--- src/rtl/auth_initiator_pkg.sv ---
// auth_initiator_pkg
//   Shared constants for the authentication initiator: header geometry,
//   request/response/ERROR type codes, err_code values and the one-hot
//   initiator state encoding.
package auth_initiator_pkg;

  localparam int HDR_FIELD_W    = 8;
  localparam int NUM_HDR_FIELDS = 4;

  localparam logic [1:0] CMD_GET_DIGESTS     = 2'd0;
  localparam logic [1:0] CMD_GET_CERTIFICATE = 2'd1;
  localparam logic [1:0] CMD_CHALLENGE       = 2'd2;
  localparam logic [1:0] CMD_INVALID         = 2'd3;

  localparam logic [HDR_FIELD_W-1:0] REQ_GET_DIGESTS      = 8'h81;
  localparam logic [HDR_FIELD_W-1:0] REQ_GET_CERTIFICATE  = 8'h82;
  localparam logic [HDR_FIELD_W-1:0] REQ_CHALLENGE        = 8'h83;
  localparam logic [HDR_FIELD_W-1:0] RESP_DIGESTS         = 8'h01;
  localparam logic [HDR_FIELD_W-1:0] RESP_CERTIFICATE     = 8'h02;
  localparam logic [HDR_FIELD_W-1:0] RESP_CHALLENGE_AUTH  = 8'h03;
  localparam logic [HDR_FIELD_W-1:0] RESP_ERROR           = 8'h7F;
  localparam logic [HDR_FIELD_W-1:0] REQ_TO_RESP_OFFSET   = 8'h80;

  localparam logic [2:0] ERR_NONE        = 3'd0;
  localparam logic [2:0] ERR_TIMEOUT     = 3'd1;
  localparam logic [2:0] ERR_BAD_VERSION = 3'd2;
  localparam logic [2:0] ERR_UNEXP_TYPE  = 3'd3;
  localparam logic [2:0] ERR_RESP_ERROR  = 3'd4;
  localparam logic [2:0] ERR_INVALID_CMD = 3'd5;

  localparam int SIZE_OF_STATES_INIT = 5;

  typedef enum logic [SIZE_OF_STATES_INIT-1:0] {
    S_IDLE      = 5'b00001,
    S_WAIT_RESP = 5'b00010,
    S_CHECK     = 5'b00100,
    S_ACK_RESP  = 5'b01000,
    S_FINISH    = 5'b10000
  } init_state_e;

  // A response type is its request type with the request bit removed.
  function automatic logic [HDR_FIELD_W-1:0] resp_type_for(
    input logic [HDR_FIELD_W-1:0] req_type
  );
    return req_type - REQ_TO_RESP_OFFSET;
  endfunction

endpackage

--- src/rtl/auth_initiator_resp_check.sv ---
// auth_resp_check
//   Combinational validation of a captured response header.
//   Ports:
//     resp_ver, resp_type, resp_param1 : captured response header fields
//     exp_type                         : response type expected for the request
//     err_code                         : classification (ERR_* codes)
//     resp_err                         : responder ERROR Param1, else 0
module auth_resp_check
  import auth_initiator_pkg::*;
#(
  parameter int HDR_W            = 8,
  parameter int PROTOCOL_VERSION = 1
) (
  input  logic [HDR_W-1:0] resp_ver,
  input  logic [HDR_W-1:0] resp_type,
  input  logic [HDR_W-1:0] resp_param1,
  input  logic [HDR_W-1:0] exp_type,
  output logic [2:0]       err_code,
  output logic [HDR_W-1:0] resp_err
);

  // Version mismatch outranks everything: a foreign-version header cannot
  // be trusted to carry a meaningful type field.
  always_comb begin
    err_code = ERR_NONE;
    resp_err = '0;
    if (resp_ver != HDR_W'(PROTOCOL_VERSION)) begin
      err_code = ERR_BAD_VERSION;
    end else if (resp_type == RESP_ERROR) begin
      err_code = ERR_RESP_ERROR;
      resp_err = resp_param1;
    end else if (resp_type != exp_type) begin
      err_code = ERR_UNEXP_TYPE;
    end
  end

endmodule

--- src/rtl/auth_initiator.sv ---
// auth_initiator
//   Requesting end of the Type-C authentication exchange. Builds a request
//   from a host command, holds init_req_out until the responder answers or
//   the timeout expires, validates the response header, acknowledges the
//   responder and reports the result.
//   Ports:
//     clk, reset                    : clock, synchronous active-high reset
//     start, cmd, param1, param2,
//     req_payload                   : host command
//     init_req_out, auth_msg_init_out : request to responder
//     resp_req_in, auth_msg_resp_in : response from responder
//     ack_out                       : one-cycle acknowledge to responder
//     busy, done, error, err_code,
//     resp_err, resp_param1/2,
//     resp_payload                  : status and captured response to host
//
//   state     | meaning
//   ----------+---------------------------------------------------------
//   IDLE      | waiting for start
//   WAIT_RESP | request driven, timeout counter running
//   CHECK     | validate captured response header
//   ACK_RESP  | ack_out pulse, also sent on errors
//   FINISH    | done pulse, result valid
module auth_initiator
  import auth_initiator_pkg::*;
#(
  parameter int MSG_LEN          = 256,
  parameter int HDR_W            = 8,
  parameter int PROTOCOL_VERSION = 1,
  parameter int TIMEOUT_CYCLES   = 1000
) (
  input  logic                  clk,
  input  logic                  reset,
  input  logic                  start,
  input  logic [1:0]            cmd,
  input  logic [7:0]            param1,
  input  logic [7:0]            param2,
  input  logic [MSG_LEN-33:0]   req_payload,
  output logic                  init_req_out,
  output logic [MSG_LEN-1:0]    auth_msg_init_out,
  input  logic                  resp_req_in,
  input  logic [MSG_LEN-1:0]    auth_msg_resp_in,
  output logic                  ack_out,
  output logic                  busy,
  output logic                  done,
  output logic                  error,
  output logic [2:0]            err_code,
  output logic [7:0]            resp_err,
  output logic [7:0]            resp_param1,
  output logic [7:0]            resp_param2,
  output logic [MSG_LEN-33:0]   resp_payload
);

  localparam int CNT_W = (TIMEOUT_CYCLES > 2) ? $clog2(TIMEOUT_CYCLES) : 1;
  localparam logic [CNT_W-1:0] CNT_LAST = CNT_W'(TIMEOUT_CYCLES - 1);

  init_state_e state, state_next;

  logic [CNT_W-1:0]         cnt, cnt_next;
  logic [MSG_LEN-1:0]       msg_next;
  logic [MSG_LEN-1:0]       resp_msg, resp_msg_next;
  logic                     error_next;
  logic [2:0]               err_code_next;
  logic [7:0]               resp_err_next;
  logic [7:0]               resp_param1_next, resp_param2_next;
  logic [MSG_LEN-33:0]      resp_payload_next;
  logic [2:0]               chk_err_code;
  logic [HDR_W-1:0]         chk_resp_err;

  auth_resp_check #(
    .HDR_W            (HDR_W),
    .PROTOCOL_VERSION (PROTOCOL_VERSION)
  ) u_check (
    .resp_ver    (resp_msg[MSG_LEN-1 -: HDR_W]),
    .resp_type   (resp_msg[MSG_LEN-HDR_W-1 -: HDR_W]),
    .resp_param1 (resp_msg[MSG_LEN-2*HDR_W-1 -: HDR_W]),
    .exp_type    (resp_type_for(auth_msg_init_out[MSG_LEN-HDR_W-1 -: HDR_W])),
    .err_code    (chk_err_code),
    .resp_err    (chk_resp_err)
  );

  always_comb begin
    state_next        = state;
    cnt_next          = cnt;
    msg_next          = auth_msg_init_out;
    resp_msg_next     = resp_msg;
    error_next        = error;
    err_code_next     = err_code;
    resp_err_next     = resp_err;
    resp_param1_next  = resp_param1;
    resp_param2_next  = resp_param2;
    resp_payload_next = resp_payload;

    case (state)
      S_IDLE: begin
        if (start) begin
          error_next    = 1'b0;
          err_code_next = ERR_NONE;
          resp_err_next = '0;
          if (cmd != CMD_INVALID) begin
            msg_next   = {HDR_W'(PROTOCOL_VERSION), REQ_GET_DIGESTS + {6'd0, cmd},
                          param1, param2, req_payload};
            cnt_next   = '0;
            state_next = S_WAIT_RESP;
          end else begin
            err_code_next = ERR_INVALID_CMD;
            state_next    = S_FINISH;
          end
        end
      end
      S_WAIT_RESP: begin
        // A response arriving on the terminal count still wins.
        if (resp_req_in) begin
          resp_msg_next = auth_msg_resp_in;
          cnt_next      = '0;
          state_next    = S_CHECK;
        end else if (cnt == CNT_LAST) begin
          err_code_next = ERR_TIMEOUT;
          cnt_next      = '0;
          state_next    = S_FINISH;
        end else begin
          cnt_next = cnt + 1'b1;
        end
      end
      S_CHECK: begin
        err_code_next     = chk_err_code;
        resp_err_next     = chk_resp_err;
        resp_param1_next  = resp_msg[MSG_LEN-2*HDR_W-1 -: HDR_W];
        resp_param2_next  = resp_msg[MSG_LEN-3*HDR_W-1 -: HDR_W];
        resp_payload_next = resp_msg[MSG_LEN-33:0];
        state_next        = S_ACK_RESP;
      end
      S_ACK_RESP: state_next = S_FINISH;
      S_FINISH:   state_next = S_IDLE;
      default:    state_next = S_IDLE;
    endcase

    if (state_next == S_FINISH) begin
      error_next = (err_code_next != ERR_NONE);
    end
  end

  // Strobes are decoded from the next state so every output is a flop.
  always_ff @(posedge clk) begin
    if (reset) begin
      state             <= S_IDLE;
      cnt               <= '0;
      resp_msg          <= '0;
      auth_msg_init_out <= '0;
      init_req_out      <= 1'b0;
      ack_out           <= 1'b0;
      busy              <= 1'b0;
      done              <= 1'b0;
      error             <= 1'b0;
      err_code          <= ERR_NONE;
      resp_err          <= '0;
      resp_param1       <= '0;
      resp_param2       <= '0;
      resp_payload      <= '0;
    end else begin
      state             <= state_next;
      cnt               <= cnt_next;
      resp_msg          <= resp_msg_next;
      auth_msg_init_out <= msg_next;
      init_req_out      <= (state_next == S_WAIT_RESP);
      ack_out           <= (state_next == S_ACK_RESP);
      busy              <= (state_next != S_IDLE);
      done              <= (state_next == S_FINISH);
      error             <= error_next;
      err_code          <= err_code_next;
      resp_err          <= resp_err_next;
      resp_param1       <= resp_param1_next;
      resp_param2       <= resp_param2_next;
      resp_payload      <= resp_payload_next;
    end
  end

endmodule
--- config.mk ---
export PLATFORM = sky130hd
export DESIGN_NAME = auth_initiator
export DESIGN_NICKNAME = d
export VERILOG_FILES = /design/src/rtl/auth_initiator_pkg.sv /design/src/rtl/auth_initiator_resp_check.sv /design/src/rtl/auth_initiator.sv
export SDC_FILE = /design/constraint.sdc
export NUM_CORES = 2
export LEC_CHECK = 0
export CAP_MARGIN = 20
export CORE_AREA = 8 8 392 394
export CTS_BUF_LIST = sky130_fd_sc_hd__clkbuf_8
export DETAILED_ROUTE_END_ITERATION = 10
export DIE_AREA = 0 0 400 402
export PLACE_DENSITY_LB_ADDON = 0.05
export SYNTH_ARGS = -nofsm -noshare
export SYNTH_HDL_FRONTEND = slang
export SYNTH_SLANG_ARGS = --single-unit
--- constraint.sdc ---
create_clock -name clk -period 2.6 [get_ports clk]
set_input_delay 0.39 -clock clk [delete_from_list [all_inputs] [get_ports clk]]
set_output_delay 0.39 -clock clk [all_outputs]
set_load 0.01 [all_outputs]
-- Yosys cells after proc, flatten, opt, wreduce, memory -nomap -nowiden
Index checks and enable logic that the tools add are counted.
- bits in registers: 776
- input port bits: 502
- output and inout port bits: 512
- word-level logic and storage cells: 67
- add/subtract/negate cells: 3
- equality and inequality tests: 15
- multiplexer cells: 25
- reduce and logical (&&, ||, !) cells: 10
- operators by type and width (operator ; number):
    2-to-1 mux 10 bit ; 4
    2-to-1 mux 8 bit ; 3
    2-to-1 mux 5 bit ; 4
    case mux 10 bit (2 select lines) ; 1
    case mux 5 bit (4 select lines) ; 1
    2-to-1 mux 3 bit ; 6
    case mux 8 bit (2 select lines) ; 1
    adder 10 x 1 -> 10 bit, second input constant ; 1
    equality test 10 bit, second input constant ; 1
    equality test 5 x 2 -> 1 bit, second input constant ; 2
    equality test 5 x 4 -> 1 bit, second input constant ; 2
    case mux 3 bit (3 select lines) ; 1
    adder 8 x 2 -> 8 bit, first input constant ; 1
    equality test 8 x 7 -> 1 bit, second input constant ; 1
    != test 8 x 1 -> 1 bit, second input constant ; 1
    != test 8 bit ; 1
    nonzero test 2 bit ; 4
    subtractor 8 bit, second input constant ; 1
    != test 2 bit, second input constant ; 3
    AND reduction 2 bit ; 3
    AND reduction 3 bit ; 2
    equality test 5 x 1 -> 1 bit, second input constant ; 1
    equality test 5 x 3 -> 1 bit, second input constant ; 1
    equality test 5 bit, second input constant ; 1
    other kinds (4) ; 6

-- Longest topological paths before layout
- word-level depth: 8
- mapped depth: 9
- depth with buffers taken out: 6

-- By module
From an unflattened synthesis, not the netlist that was laid out.
- cell total of the unflattened synthesis: 3407
- area, all modules: 27171.1 um2
- modules (own cells, without submodules) (module ; times used ; cells each ; area each (um2) ; seq. area each (um2)):
    auth_initiator ; 1 ; 3378 ; 26969.6 ; 15434.8
    auth_resp_check ; 1 ; 29 ; 201.4 ; 0.0

-- Worst setup path before layout
Ideal clock, no wire load.
- kind: reg2reg
- start: register resp_msg[251]
- end: register error
- library setup time: 86 ps
- data arrival time: 1833 ps
- path slack: 682 ps
- stages on the path, launching flop included: 6
- cell sequence: dfxtp_1 -> or4_4 -> or2_4 -> nor4_4 -> a2111oi_1 -> a211oi_1
- cells in the longest elaborated chain, start to end: 5
- RTL lines (item ; line ; RTL):
    start: declaration ; auth_initiator.sv:61 ; logic [MSG_LEN-1:0] resp_msg, resp_msg_next;
    start signal: assignment ; auth_initiator.sv:163 ; resp_msg <= resp_msg_next;
    != test 8 x 1 -> 1 bit ; auth_initiator_resp_check.sv:27 ; if (resp_ver != HDR_W'(PROTOCOL_VERSION)) begin
    2-to-1 mux 3 bit ; auth_initiator_resp_check.sv:27 ;
    case mux 3 bit (3 select lines) ; auth_initiator.sv:94 ; case (state)
    nonzero test 3 bit ; auth_initiator.sv:139 ; error_next = (err_code_next != ERR_NONE);
    2-to-1 mux 1 bit ; auth_initiator.sv:138 ; if (state_next == S_FINISH) begin
    end signal: assignment ; auth_initiator.sv:169 ; error <= error_next;
    end: declaration ; auth_initiator.sv:46 ; output logic error,
Every way passes these cells.
A chain may end at the register's enable or synchronous reset.

-- Worst setup path in the final report
- start: register auth_msg_init_out[247]
- end: output port auth_msg_init_out[247]
- RTL lines (item ; line ; RTL):
    start: declaration ; auth_initiator.sv:40 ; output logic [MSG_LEN-1:0] auth_msg_init_out,
    start signal: assignment ; auth_initiator.sv:164 ; auth_msg_init_out <= msg_next;
No word-level cell between the ends.

==> flow_metrics.tcl <==
set metrics [dict create \
    cp-start-kind "register" \
    cts.path.max_buffers 3 \
    synth_edf_count 0 \
    drtIter0Drc 1165 \
    ys_types 49 \
    core_area_mm2 0.147 \
    netlist_instances 3399 \
    dieArea_mm2 0.161 \
    wl_per_cell_um 21.5 \
    synth.top_cell.area_share_pct 57.7 \
    synth_flop_cell "dfxtp_1" \
    path_class "register to output pin" \
    grt_pass1_wl_um 206000 \
    arrival_ns 2.00 \
    path_max_fanout 4 \
    fmax_mhz 419 \
    viasPerCell 4.07 \
    required_ns 2.21 \
    ys_seq_area_share_pct 57.7 \
    globalplace.congestion 0.786 \
    synth_top_area_cell "dfxtp_1" \
    yosys_warnings 0 \
    num_vias 27900 \
    critPathTopFamily "buffers and inverters" \
    min_period_ns 2.39 \
    ys_top_cells_by_area "dfxtp_1 58%, nand2_1 21%, a21oi_1 14%" \
    hold_violations 0 \
    cpPeakStageDelay_ns 0.62 \
    p_total_mw 28.2 \
    peakVddDrop_uv 253 \
    cts_resized 0 \
    clkLatencyLatePin_ns 0.85 \
    tightest_slew_ns 0.831 \
    cts_buffers 156 \
    antenna_found_initial 49 \
    htree_num_levels 4 \
    nFillCells 16000 \
    track_usage_pct 17.3 \
    slew_headroom_pct 44.6 \
    grt_overflow 0 \
    postCtsSetupRepairBufs 0 \
    fin_cells 6843 \
    grt_start_max_net_pins 121 \
    clk_pin_slew_worst_paths_ns 0.06 \
    io_pins 1014 \
    clock_sinks 771 \
    drt_first_pass_iters 7 \
    floorplan.initialDensity_pct 18.2 \
    ant_nets 0 \
    maxSlewViolCount 0 \
    critPathBufInv 1 \
    hold_path_class "input pin to register" \
    rsz0062_at_grt "no" \
    placedCellCount 6146 \
    grt_pass1_vias 28100 \
    clockRootBuffer "clkbuf_8" \
    rows 141 \
    p_per_area_mw_per_mm2 611 \
    ys_ff_latch 771 \
    syn_area_per_cell_um2 7.87 \
    die_h_um 402 \
    finClkSkew_ns 0.0428 \
    synth-async-reset-ratio_pct 0 \
    final_nets 5277 \
    die_w_um 400 \
    path_cells "clkdlybuf4s50_1" \
    outcome "finished clean" \
    syn_area_mm2 0.0267 \
    critPathCaptureType "output pin" \
    post-dp-hpwl_um 108000 \
    p_leak_nw 16.0 \
    slowest_stage "clkdlybuf4s50_1" \
    drc_errors 0 \
    max_cap_viol_count 0 \
    tns_ns 0 \
    wl_um 147000 \
    cts_tree "built" \
    portBuffers 1002 \
    drive_gt1_share_pct 5.94 \
    period_share_pct 91.9 \
    setup_violations 0 \
    syn2layout_area_growth_pct 72.8 \
]
[cell usage in the layout (no fill, tap or decap), types with 5 or more instances in the layout]
cell and count:
a211oi_1 6, nand2_1 1482, a21oi_1 746, xor2_1 7
dfxtp_1 771, nor2_1 37, buf_12 40, clkbuf_8 188
a22oi_1 8, dlygate4sd3_1 399, diode_2 32, clkinv_2 5
o21ai_0 5, buf_4 33, conb_1 11, inv_1 66
clkdlybuf4s50_1 1001, xnor2_1 5
[worst register-to-register path, stage by stage (launching register included)]
cell	delay (ns)
dfxtp_1	0.40
nor4_2	0.52
and2_1	0.29
nand2_4	0.10
buf_12	0.21
nand2_1	0.47
a21oi_1	0.08
[kinds of logic (layout without fill, tap and decap cells)]
kind of cell	count (synthesis)	in the layout	share of synthesized area, %
simple gates	1565	1565	22.6
compound gates	777	777	14.8
flops	771	771	57.7
buf+inv	271	1743	4.38
xor+xnor	12	12	0.393
fa+ha+maj	2	2	0.0935
other cells	1	43	0.0140
[synthesized netlist by cell type (all sizes together) (3+ instances only)]
cell,number
dfxtp,771
a21oi,746
nor3b,4
xnor2,5
nor4,6
clkbuf,160
nand2,1483
a211oi,6
nand4,3
and3,6
o21ai,5
nand3,5
xor2,7
inv,3
a22oi,8
nor2,37
buf,108
[sequential cells by signal, summed over array words and instances (netlist names)]
name               cells
ack_out                1
auth_msg_init_out    244
busy                   1
cnt                   10
done                   1
err_code               3
error                  1
init_req_out           1
resp_err               8
resp_msg             256
resp_param1            8
resp_param2            8
resp_payload         224
state                  5
[area by class of cell]
| type | count | area (um^2) | share of cell area, % |
|---|---|---|---|
| clock buffer | 188 | 2590 | 5.60 |
| clock inverter | 78 | 393 | 0.850 |
| inverter | 3 | 11.3 | 0.0244 |
| antenna | 32 | 80.1 | 0.173 |
| multi-input combinational | 2367 | 10200 | 22.1 |
| tap | 1930 | 2410 | 5.22 |
| timing repair buffer | 1474 | 15100 | 32.6 |
| sequential | 771 | 15400 | 33.4 |
[power by group]
part           total, mW  switching (mW)  internal, mW  leakage, nW
Combinational       3.66            1.72          1.94         8.00
Clock               12.2            5.64          6.59         1.75
Sequential          12.4           0.193          12.2         6.24
Total               28.2            7.55          20.7         16.0
[stage by stage]
step                cell area (um^2)  hold slack [ns]  setup WS [ns]  util (%)
detailed placement             39200            0.443          0.268      26.6
CTS                            46100         0.000213         0.0515      31.4
finish                         46200            0.132          0.211      31.4
global route                   46200           0.0159         0.0658      31.4
floorplan                      26800            0.432          0.682         -
global placement               39200            0.440          0.267      26.6
[layer usage]
| metal | track usage [%] | vias to the layer above | wire length, um |
|---|---|---|---|
| met1 | 19.1 | 13000 | 57800 |
| met2 | 29.7 | 863 | 70800 |
| met4 | 6.20 | 16 | 4970 |
| met5 | 0 | - | 116 |
| li1 | - | 13800 | - |
| met3 | 7.34 | 248 | 13500 |
[worst paths after layout]
path | from | to | slack (ns) | cells past startpoint
setup / recovery | auth_msg_init_out[247] | auth_msg_init_out[247] | 0.21 | 1
hold / removal | auth_msg_resp_in[184] | resp_msg[184] | 0.13 | 3
setup reg to reg | state[0] | resp_msg[42] | 0.41 | 6
hold reg to reg | resp_msg[32] | resp_payload[32] | 0.42 | 2
[timing repair]
item,in CTS,in global routing
hold buffers,399,0
hold endpoints to repair,404,0
endpoints found under the setup margin,0,0
No activity file was read; power rests on OpenSTA's default activity.
